[config.mk]
export PLATFORM = sky130hd
export DESIGN_NAME = pc_seq_flat
export DESIGN_NICKNAME = d
export VERILOG_FILES = /design/src/rtl/pc_pkg.sv /design/src/rtl/pc_seq_if.sv /design/src/rtl/pc_ret_stack.sv /design/src/rtl/pc_seq.sv /design/src/flat_wrapper.sv
export SDC_FILE = /design/constraint.sdc
export NUM_CORES = 1
export LEC_CHECK = 0
export BUFFER_PORTS_ARGS = -buffer_cell sky130_fd_sc_hd__clkbuf_2
export CAP_MARGIN = 20
export CORE_MARGIN = 3
export CORE_UTILIZATION = 55
export DETAILED_ROUTE_END_ITERATION = 7
export PLACE_DENSITY = 0.75
export SYNTH_ARGS = -nofsm -noshare
export SYNTH_HDL_FRONTEND = slang
export SYNTH_SLANG_ARGS = --single-unit
[constraint.sdc]
create_clock -name clk -period 4.36 [get_ports clk]
set_input_delay 0.654 -clock clk [delete_from_list [all_inputs] [get_ports clk]]
set_output_delay 0.654 -clock clk [all_outputs]
set_load 0.02 [all_outputs]
[src/rtl/pc_pkg.sv]
// Shared definitions for the Thistle program-counter sequencer:
// op encodings and op width used by the control unit and the PC block.
package pc_pkg;

    localparam int PC_OP_W = 3;

    localparam logic [PC_OP_W-1:0] PC_HOLD = 3'b000;
    localparam logic [PC_OP_W-1:0] PC_INC  = 3'b001;
    localparam logic [PC_OP_W-1:0] PC_DEC  = 3'b010;
    localparam logic [PC_OP_W-1:0] PC_LOAD = 3'b011;
    localparam logic [PC_OP_W-1:0] PC_REL  = 3'b100;
    localparam logic [PC_OP_W-1:0] PC_CALL = 3'b101;
    localparam logic [PC_OP_W-1:0] PC_RET  = 3'b110;

endpackage

[src/rtl/pc_seq_if.sv]
// Control-unit to program-counter link: one op per cycle in, PC and stack status out.
// Handshake: pc_en qualifies pc_op/pc_in/err_clr is not gated by it; there is no
// ready, the PC block accepts every qualified op on the clock edge it is presented.
interface pc_seq_if #(
    parameter int ADDR_W      = 8,
    parameter int STACK_DEPTH = 4
);
    import pc_pkg::*;

    localparam int SP_W = $clog2(STACK_DEPTH) + 1;

    logic               pc_en;
    logic [PC_OP_W-1:0] pc_op;
    logic [ADDR_W-1:0]  pc_in;
    logic               err_clr;
    logic [ADDR_W-1:0]  pc_out;
    logic [SP_W-1:0]    sp_out;
    logic               stack_full;
    logic               stack_empty;
    logic               stack_err;

    modport master (
        output pc_en, pc_op, pc_in, err_clr,
        input  pc_out, sp_out, stack_full, stack_empty, stack_err
    );

    modport slave (
        input  pc_en, pc_op, pc_in, err_clr,
        output pc_out, sp_out, stack_full, stack_empty, stack_err
    );

endinterface

[src/rtl/pc_ret_stack.sv]
// Register-array LIFO of return addresses. Push when full and pop when empty
// are silently ignored; the caller decides whether that is an error.
module pc_ret_stack #(
    parameter int ADDR_W      = 8,
    parameter int STACK_DEPTH = 4
) (
    input  logic                             clk,
    input  logic                             rst,
    input  logic                             push,
    input  logic                             pop,
    input  logic [ADDR_W-1:0]                push_data,
    output logic [ADDR_W-1:0]                top_data,
    output logic [$clog2(STACK_DEPTH):0]     sp,
    output logic                             full,
    output logic                             empty
);
    localparam int IW   = $clog2(STACK_DEPTH);
    localparam int SP_W = IW + 1;

    logic [ADDR_W-1:0] entries [STACK_DEPTH];
    logic [IW-1:0]     wr_idx;
    logic [IW-1:0]     top_idx;

    // sp counts occupied slots, so the next free slot is sp and the top is sp-1.
    assign wr_idx   = sp[IW-1:0];
    assign top_idx  = sp[IW-1:0] - IW'(1);
    assign top_data = entries[top_idx];
    assign full     = (sp == SP_W'(STACK_DEPTH));
    assign empty    = (sp == '0);

    always_ff @(posedge clk or posedge rst) begin
        if (rst) begin
            sp <= '0;
            for (int i = 0; i < STACK_DEPTH; i++) begin
                entries[i] <= '0;
            end
        end else if (push && !full) begin
            entries[wr_idx] <= push_data;
            sp              <= sp + SP_W'(1);
        end else if (pop && !empty) begin
            sp <= sp - SP_W'(1);
        end
    end

endmodule

[src/rtl/pc_seq.sv]
// Thistle program counter: next-PC mux, relative adder, call/return stack
// and a sticky overflow/underflow flag. pc_out is purely registered.
module pc_seq
    import pc_pkg::*;
#(
    parameter int                ADDR_W      = 8,
    parameter int                STACK_DEPTH = 4,
    parameter logic [ADDR_W-1:0] RESET_VEC   = '0
) (
    input logic     clk,
    input logic     rst,
    pc_seq_if.slave bus
);
    localparam int SP_W = $clog2(STACK_DEPTH) + 1;

    logic [ADDR_W-1:0] pc_q;
    logic [ADDR_W-1:0] pc_d;
    logic [ADDR_W-1:0] push_data;
    logic [ADDR_W-1:0] top_data;
    logic [SP_W-1:0]   sp;
    logic              full;
    logic              empty;
    logic              push;
    logic              pop;
    logic              err_set;
    logic              err_q;

    assign push_data = pc_q + ADDR_W'(1);

    always_comb begin
        pc_d    = pc_q;
        push    = 1'b0;
        pop     = 1'b0;
        err_set = 1'b0;
        if (bus.pc_en) begin
            case (bus.pc_op)
                PC_INC:  pc_d = pc_q + ADDR_W'(1);
                PC_DEC:  pc_d = pc_q - ADDR_W'(1);
                PC_LOAD: pc_d = bus.pc_in;
                // Offset is already ADDR_W wide, so its sign extension is itself;
                // the modular add gives the signed relative branch.
                PC_REL:  pc_d = pc_q + bus.pc_in;
                PC_CALL: begin
                    if (full) begin
                        err_set = 1'b1;
                    end else begin
                        push = 1'b1;
                        pc_d = bus.pc_in;
                    end
                end
                PC_RET: begin
                    if (empty) begin
                        err_set = 1'b1;
                    end else begin
                        pop  = 1'b1;
                        pc_d = top_data;
                    end
                end
                default: pc_d = pc_q;
            endcase
        end
    end

    always_ff @(posedge clk or posedge rst) begin
        if (rst) begin
            pc_q  <= RESET_VEC;
            err_q <= 1'b0;
        end else begin
            pc_q <= pc_d;
            // A set event in the same cycle as err_clr keeps the flag raised.
            if (err_set) begin
                err_q <= 1'b1;
            end else if (bus.err_clr) begin
                err_q <= 1'b0;
            end
        end
    end

    pc_ret_stack #(
        .ADDR_W      (ADDR_W),
        .STACK_DEPTH (STACK_DEPTH)
    ) u_stack (
        .clk       (clk),
        .rst       (rst),
        .push      (push),
        .pop       (pop),
        .push_data (push_data),
        .top_data  (top_data),
        .sp        (sp),
        .full      (full),
        .empty     (empty)
    );

    assign bus.pc_out      = pc_q;
    assign bus.sp_out      = sp;
    assign bus.stack_full  = full;
    assign bus.stack_empty = empty;
    assign bus.stack_err   = err_q;

endmodule

[src/flat_wrapper.sv]
// flat-port wrapper written by rule: the top's interface ports become plain ports
module pc_seq_flat import pc_pkg::*;
#(
    parameter int                ADDR_W      = 8,
    parameter int                STACK_DEPTH = 4,
    parameter logic [ADDR_W-1:0] RESET_VEC   = '0
)
  (clk, rst, bus_pc_en, bus_pc_op, bus_pc_in, bus_err_clr, bus_pc_out, bus_sp_out, bus_stack_full, bus_stack_empty, bus_stack_err);
  pc_seq_if #(.ADDR_W(ADDR_W), .STACK_DEPTH(STACK_DEPTH)) bus_i ();
  input logic clk;
  input logic rst;
  input wire logic [$bits(bus_i.pc_en)-1:0] bus_pc_en;
  input wire logic [$bits(bus_i.pc_op)-1:0] bus_pc_op;
  input wire logic [$bits(bus_i.pc_in)-1:0] bus_pc_in;
  input wire logic [$bits(bus_i.err_clr)-1:0] bus_err_clr;
  output wire logic [$bits(bus_i.pc_out)-1:0] bus_pc_out;
  output wire logic [$bits(bus_i.sp_out)-1:0] bus_sp_out;
  output wire logic [$bits(bus_i.stack_full)-1:0] bus_stack_full;
  output wire logic [$bits(bus_i.stack_empty)-1:0] bus_stack_empty;
  output wire logic [$bits(bus_i.stack_err)-1:0] bus_stack_err;
  assign bus_i.pc_en = bus_pc_en;
  assign bus_i.pc_op = bus_pc_op;
  assign bus_i.pc_in = bus_pc_in;
  assign bus_i.err_clr = bus_err_clr;
  assign bus_pc_out = bus_i.pc_out;
  assign bus_sp_out = bus_i.sp_out;
  assign bus_stack_full = bus_i.stack_full;
  assign bus_stack_empty = bus_i.stack_empty;
  assign bus_stack_err = bus_i.stack_err;
  pc_seq #(.ADDR_W(ADDR_W), .STACK_DEPTH(STACK_DEPTH), .RESET_VEC(RESET_VEC)) u_core (.clk(clk), .rst(rst), .bus(bus_i));
endmodule
==> impl_metrics.toml, run 1 <==
[place]
gp_congestion = 0.944
dp.cells = 359
io_buffers = 28
post-dp-hpwl_um = 4120

[timing]
finalSetupViolCount = 0
finalCritPeriodShare = 0.620
worst_pin_slew_ns = 0.762
hold_violations = 0
fin_skew_ns = 0.00806
fin_crit_ns = 2.70
whs_ns = 0.462
maxSlewViolCount = 0
fmax_mhz = 370
slew_headroom = 0.492
rsz0062_at_grt = "false"
finalSetupTns_ns = 0

[layout]
final_common_cell = "dfrtp_1"
finalCoreUtilization = 0.635
mostFrequentLayoutCells = "dfrtp_1, nand2_1, o21ai_0"
drive_gt1_frac = 0.199
area_growth_pct = 10.3
n_antenna_cell = 0
fin_cells = 368
layout.nets = 333

[logic_synthesis]
yosysWarnings = 0
ys_ff_latch = 44
ys_types = 50
postSynthNetCount = 307
syn_area_um2 = 2740
synthFlopType = "dfrtp_1"
synthCells = 274
synth-edff-count = 0
async_reset_ff_frac = 1.00
syn_avg_cell_area_um2 = 9.99
yosysSeqAreaShare = 0.402

[grt]
antenna_found_initial = 0
grt_pass1_wl_um = 9890
grt_overflow_total = 0
gr-usage-all-layers = 0.214
grt_pass1_vias = 2050
grt_max_degree = 45

[clock_network]
cts.clk_slew.worst_paths_ns = 0.08
cts_hold_buf = 0
cts_inserted_buffers = 5
postCtsResizedCells = 0
cts.sinks = 44
cts_buffer_depth = 2
clk_latency_ns = 0.30
tritoncts = "built"
cts_max_level = 2
cts_setup_buffers = 0
cts_root_buf = "clkbuf_8"

[run]
cap_violations = 0

[worst_setup_path]
crit_fanout = 9
cp_slowest_cell = "or2_2"
path_cells = "clkbuf_2, inv_1, ha_1, nand2_2, or2_2, ha_1, inv_1, fa_1, nor2b_1, o2111a_1, o31a_1, o31ai_1, a22o_1"
crit_type = "primary input to flop"
crit_arrival_ns = 2.94
crit_family = "compound AO/OA/AOI/OAI gates"
cp-end-kind = "flop"
start_kind = "primary input"
critPathBufInv = 3
max_stage_delay_ns = 0.30
required_ns = 4.60

[route]
drtAntennaViolNets = 0
post_drt_via_cell_ratio = 5.77
wire_per_inst_um = 15.8
dr.pass1.iters = 4
finalWirelength_um = 5810
vias = 2122
drc = 0
drtIter0Drc = 138

[die]
die_area_um2 = 5860
initial_utilization = 0.576
die_h_um = 76.5
ios = 29
fp-row-count = 25
die_x_um = 76.5
core_um2 = 4750

[power]
p_leak_nw = 1.36
ir_worst_vdd_mv = 0.252
p_clk_frac = 0.157
combPwrFrac = 0.462
power_w = 0.00195
power_frac_seq = 0.381
internal_power_w = 0.00116
swShare = 0.406
p_sw_w = 0.000791
power_density_nw_per_um2 = 646

[status]
outcome = "finished clean"

[hold_path]
hp-class = "primary input to async pin"
==> sequential cells by signal, indices dropped and copies added (netlist names) <==
register	cells
u_core.u_stack.entries	32
u_core.bus.stack_err	1
u_core.bus.pc_out	8
u_core.u_stack.sp	3
==> metal layers <==
| metal | global-route usage | wire length (µm) | part of all wire |
|---|---|---|---|
| met5 | 0 | 0 | 0 |
| met4 | 0.0851 | 112 | 0.019 |
| met3 | 0.0437 | 283 | 0.049 |
| met2 | 0.342 | 2730 | 0.47 |
| met1 | 0.286 | 2680 | 0.46 |
==> power by group through the flow <==
stage	logic (W)	clock network (W)	registers, W
2_1_floorplan	0.000672	0	0.000740
3_3_place_gp	0.000880	0	0.000741
3_5_place_dp	0.000893	0	0.000748
4_1_cts	0.000899	0.000315	0.000743
5_1_grt	0.000998	0.000333	0.000772
6_report	0.000901	0.000307	0.000742
==> per-stage QoR <==
stage / worst slack, ns / cell area, µm²
floorplan: 1.68 / 2740
global placement: 1.45 / 2900
detailed placement: 1.36 / 2900
CTS: 1.62 / 3010
global route: 1.44 / 3020
finish: 1.66 / 3020
==> synthesized netlist by cell type, drive strengths merged (4+ instances only) <==
library cell | number | area [µm²]
mux2 | 6 | 67.6
mux4 | 8 | 195
dfrtp | 44 | 1100
nand3 | 6 | 35.0
or2 | 7 | 43.8
o21ai | 35 | 175
nand2 | 36 | 138
inv | 13 | 48.8
nor2 | 12 | 52.6
a21oi | 15 | 75.1
buf | 8 | 52.6
xor2 | 5 | 43.8
a221oi | 4 | 47.6
ha | 16 | 200
xnor2 | 5 | 43.8
and2 | 4 | 25.0
==> path summary, 6_finish.rpt <==
path	to	cells past startpoint	from	slack, ns
hold reg to reg	u_core.u_stack.entries[16]	2	u_core.u_stack.entries[16]	0.48
setup reg to reg	u_core.u_stack.sp[2]	9	u_core.u_stack.sp[0]	1.67
min in group clk	u_core.u_stack.entries[16]	2	u_core.u_stack.entries[16]	0.48
max in group asynchronous	u_core.u_stack.entries[30]	3	rst	3.51
setup / recovery	u_core.bus.pc_out[6]	13	bus_pc_op[0]	1.66
hold / removal	u_core.u_stack.entries[20]	3	rst	0.46
==> worst reg2reg max path, delay by kind of cell, from the launching register on <==
family / cells / cell delay [ns]
adder cells (fa/ha/maj): 2 / 0.72
flip-flops: 1 / 0.75
AND/OR/NAND/NOR: 3 / 0.69
AO/OA/AOI/OAI: 2 / 0.18
buffers and inverters: 2 / 0.28
==> cells by family after synthesis <==
kind of cell / synth area share
xor+xnor: 0.0320
fa+ha+maj: 0.0878
mux: 0.103
buf+inv: 0.0412
flops: 0.402
simple gates: 0.146
compound gates: 0.187
==> cell type report <==
class | count | area, µm²
Fill cell | 404 | 1740
Multi-Input combinational cell | 206 | 1520
Sequential cell | 44 | 1100
Timing Repair Buffer | 30 | 155
Tap cell | 67 | 83.8
Clock buffer | 6 | 72.6
Inverter | 13 | 48.8
Clock inverter | 2 | 35.0
Power figures use the tool's default switching activity.
==> inputs of run 2 (changes only) <==
Settings changed: ABC_AREA set to 1, CORE_UTILIZATION 55 to 54, PLACE_DENSITY 0.75 to 0.77.
Clock period 4.36 ns to 2.4 ns, I/O delays scaled along.
==> run 2 against run 1 <==
Wire length is 17% higher. Cell area is 7.6% higher. Synthesized area is 7.7% higher. Final cell count is 42% higher. Clock-buffer cell count stayed put. Sequential share of layout area is 2.6 points lower. Combinational power is 120% higher. First-iteration DRC count is 52% higher. Critical path type unchanged. Largest cell class unchanged. Largest power group unchanged.
==> impl_metrics.toml, run 2 <==
[die]
fp-row-count = 26
ios = 29
die_h_um = 79.9
die_x_um = 79.9
die_area_um2 = 6380
initial_utilization = 0.566
core_um2 = 5200

[timing]
fin_crit_ns = 2.07
finalSetupViolCount = 0
whs_ns = 0.00525
worst_pin_slew_ns = 0.585
fmax_mhz = 482
maxSlewViolCount = 0
hold_violations = 0
finalSetupTns_ns = 0
rsz0062_at_grt = "false"
fin_skew_ns = 0.00307
finalCritPeriodShare = 0.864
slew_headroom = 0.608

[logic_synthesis]
yosysWarnings = 0
syn_avg_cell_area_um2 = 7.04
yosysSeqAreaShare = 0.374
yosys.area_share.simple = 0.347
postSynthNetCount = 452
synthCells = 419
synthFlopType = "dfrtp_1"
synth.most_common_cell = "nand2_1"
syn_area_um2 = 2950
yosys.area.top_type = "dfrtp_1"
synth_area_leaders = "dfrtp_1, nand2_1, ha_1"
synth_top_area_frac = 0.374
synth_compound_area_frac = 0.0857
synth_common_cells = "nand2_1, inv_1, dfrtp_1"
ys_ff_latch = 44
synth_xor_area_frac = 0.0204
ys_types = 30
synthAdderAreaFrac = 0.0815
synth-edff-count = 0
synth_top_family_by_area = "simple AND/OR/NAND/NOR gates"
async_reset_ff_frac = 1.00
synthMuxAreaShare = 0

[route]
drtIter0Drc = 210
wire_per_inst_um = 13.0
finalWirelength_um = 6810
dr.pass1.iters = 4
vias = 2704
drtAntennaViolNets = 0
drc = 0
post_drt_via_cell_ratio = 5.18

[grt]
grt_pass1_wl_um = 11700
grt_max_degree = 31
antenna_found_initial = 0
grt_pass1_vias = 2534
gr-usage-all-layers = 0.234
grt_overflow_total = 0

[layout]
drive_gt1_frac = 0.159
fill_cells = 497
largest_register_ffs = 32
area_growth_pct = 10.2
n_antenna_cell = 0
layout.nets = 484
final_common_cell = "nand2_1"
largest_register = "u_core.u_stack.entries"
mostFrequentLayoutCells = "nand2_1, inv_1, dfrtp_1"

[clock_network]
clk_latency_ns = 0.30
postCtsResizedCells = 0
cts_setup_buffers = 0
cts_hold_buf = 0
cts_buffer_depth = 2
cts_max_level = 2
tritoncts = "built"
cts.sinks = 44
cts_inserted_buffers = 5
cts_root_buf = "clkbuf_8"
cts.clk_slew.worst_paths_ns = 0.08

[status]
outcome = "finished clean"

[power]
p_sw_w = 0.00177
p_leak_nw = 1.81
power_frac_seq = 0.338
swShare = 0.472
power_density_nw_per_um2 = 1150
combPwrFrac = 0.531
ir_worst_vdd_mv = 0.624
p_clk_frac = 0.131
internal_power_w = 0.00198

[worst_setup_path]
crit_top_cell = "nand2_1"
cp-end-kind = "flop"
crit_type = "primary input to flop"
max_stage_delay_ns = 0.37
start_kind = "primary input"
path_cells = "clkbuf_2, inv_1, ha_1, nand2_2, or2_2, ha_1, inv_1, fa_1, inv_1, nand2_1, nand2_1, nand3b_1, nand2_1, nand2_1, nand3_1, nand2_1, nand2_1, nand2_1"
cp_slowest_cell = "fa_1"
crit_fanout = 8
crit_arrival_ns = 2.27
required_ns = 2.60

[place]
post-dp-hpwl_um = 5280
gp_congestion = 0.935
io_buffers = 28

[run]
cap_violations = 0

[hold_path]
hp-class = "primary input to async pin"
[run 2: changes by cell type in the layout (fill, tap and decap cells not counted), sizes merged, moves of 5 or more]
cell | before | now
a21oi | 15 | 9
inv | 12 | 54
mux2 | 6 | 0
mux4 | 8 | 0
nand2 | 36 | 163
nand3 | 6 | 35
nor2 | 12 | 29
xnor2 | 5 | 0
[run 2: cell type report]
class | count | area, µm² | area share
Multi-Input combinational cell | 311 | 1580 | 0.485
Sequential cell | 44 | 1100 | 0.339
Inverter | 55 | 206 | 0.0636
Timing Repair Buffer | 34 | 185 | 0.0570
Tap cell | 70 | 87.6 | 0.0270
Clock buffer | 6 | 82.6 | 0.0254
Clock inverter | 2 | 10.0 | 0.00308
[run 2: kinds of logic (layout without fill, tap and decap cells)]
logic type / Yosys count / in the layout
DFF: 44 / 44
buffers and inverters: 64 / 97
xor gates and xnor gates: 6 / 6
adders and majority gates: 18 / 18
and+or+nand+nor: 240 / 240
AOI/OAI and AO/OA: 47 / 47
[run 2: power groups by stage]
stage / Combinational [W] / Clock, W / Sequential [W]
2_1_floorplan: 0.00137 / 0 / 0.00135
5_1_grt: 0.00228 / 0.000522 / 0.00131
4_1_cts: 0.00200 / 0.000497 / 0.00127
3_5_place_dp: 0.00199 / 0 / 0.00128
3_3_place_gp: 0.00194 / 0 / 0.00127
6_report: 0.00199 / 0.000489 / 0.00127
[run 2: per-layer routing]
metal / wire length, µm / share of wire / global-route usage / up-vias
met5: 0 / 0 / 0 / -
met4: 82 / 0.012 / 0.0693 / 0
met3: 318 / 0.047 / 0.0361 / 10
met2: 3260 / 0.48 / 0.379 / 70
met1: 3140 / 0.46 / 0.321 / 1261
li1: - / - / - / 1363
[run 2: per-stage QoR]
stage | area, µm² | std cells | total power (W) | worst slack, ns | util
floorplan | 2950 | 419 | 0.00271 | 0.142 | -
global placement | 3160 | 514 | 0.00321 | 0.0971 | 0.606
detailed placement | 3160 | 514 | 0.00327 | 0.0203 | 0.606
CTS | 3250 | 522 | 0.00376 | 0.330 | 0.624
global route | 3250 | 522 | 0.00411 | 0.142 | 0.624
finish | 3250 | 522 | 0.00375 | 0.327 | 0.624
[run 2: final timing paths]
path / end / start / cells after the start / slack (ns)
max: u_core.bus.pc_out[6] / bus_pc_op[0] / 18 / 0.33
min: u_core.u_stack.entries[4] / rst / 2 / 0.005
max reg2reg: u_core.u_stack.sp[2] / u_core.u_stack.sp[1] / 8 / 0.49
min reg2reg: u_core.u_stack.entries[25] / u_core.u_stack.entries[25] / 2 / 0.49
max in group asynchronous: u_core.u_stack.entries[31] / rst / 3 / 1.66
min in group clk: u_core.bus.stack_err / bus_err_clr / 2 / 0.24
[run 2: worst max-delay path: cells and delay by family]
kind | cells | cell delay [ns]
buf+inv | 4 | 0.29
fa+ha+maj | 3 | 0.73
simple gates | 11 | 0.90
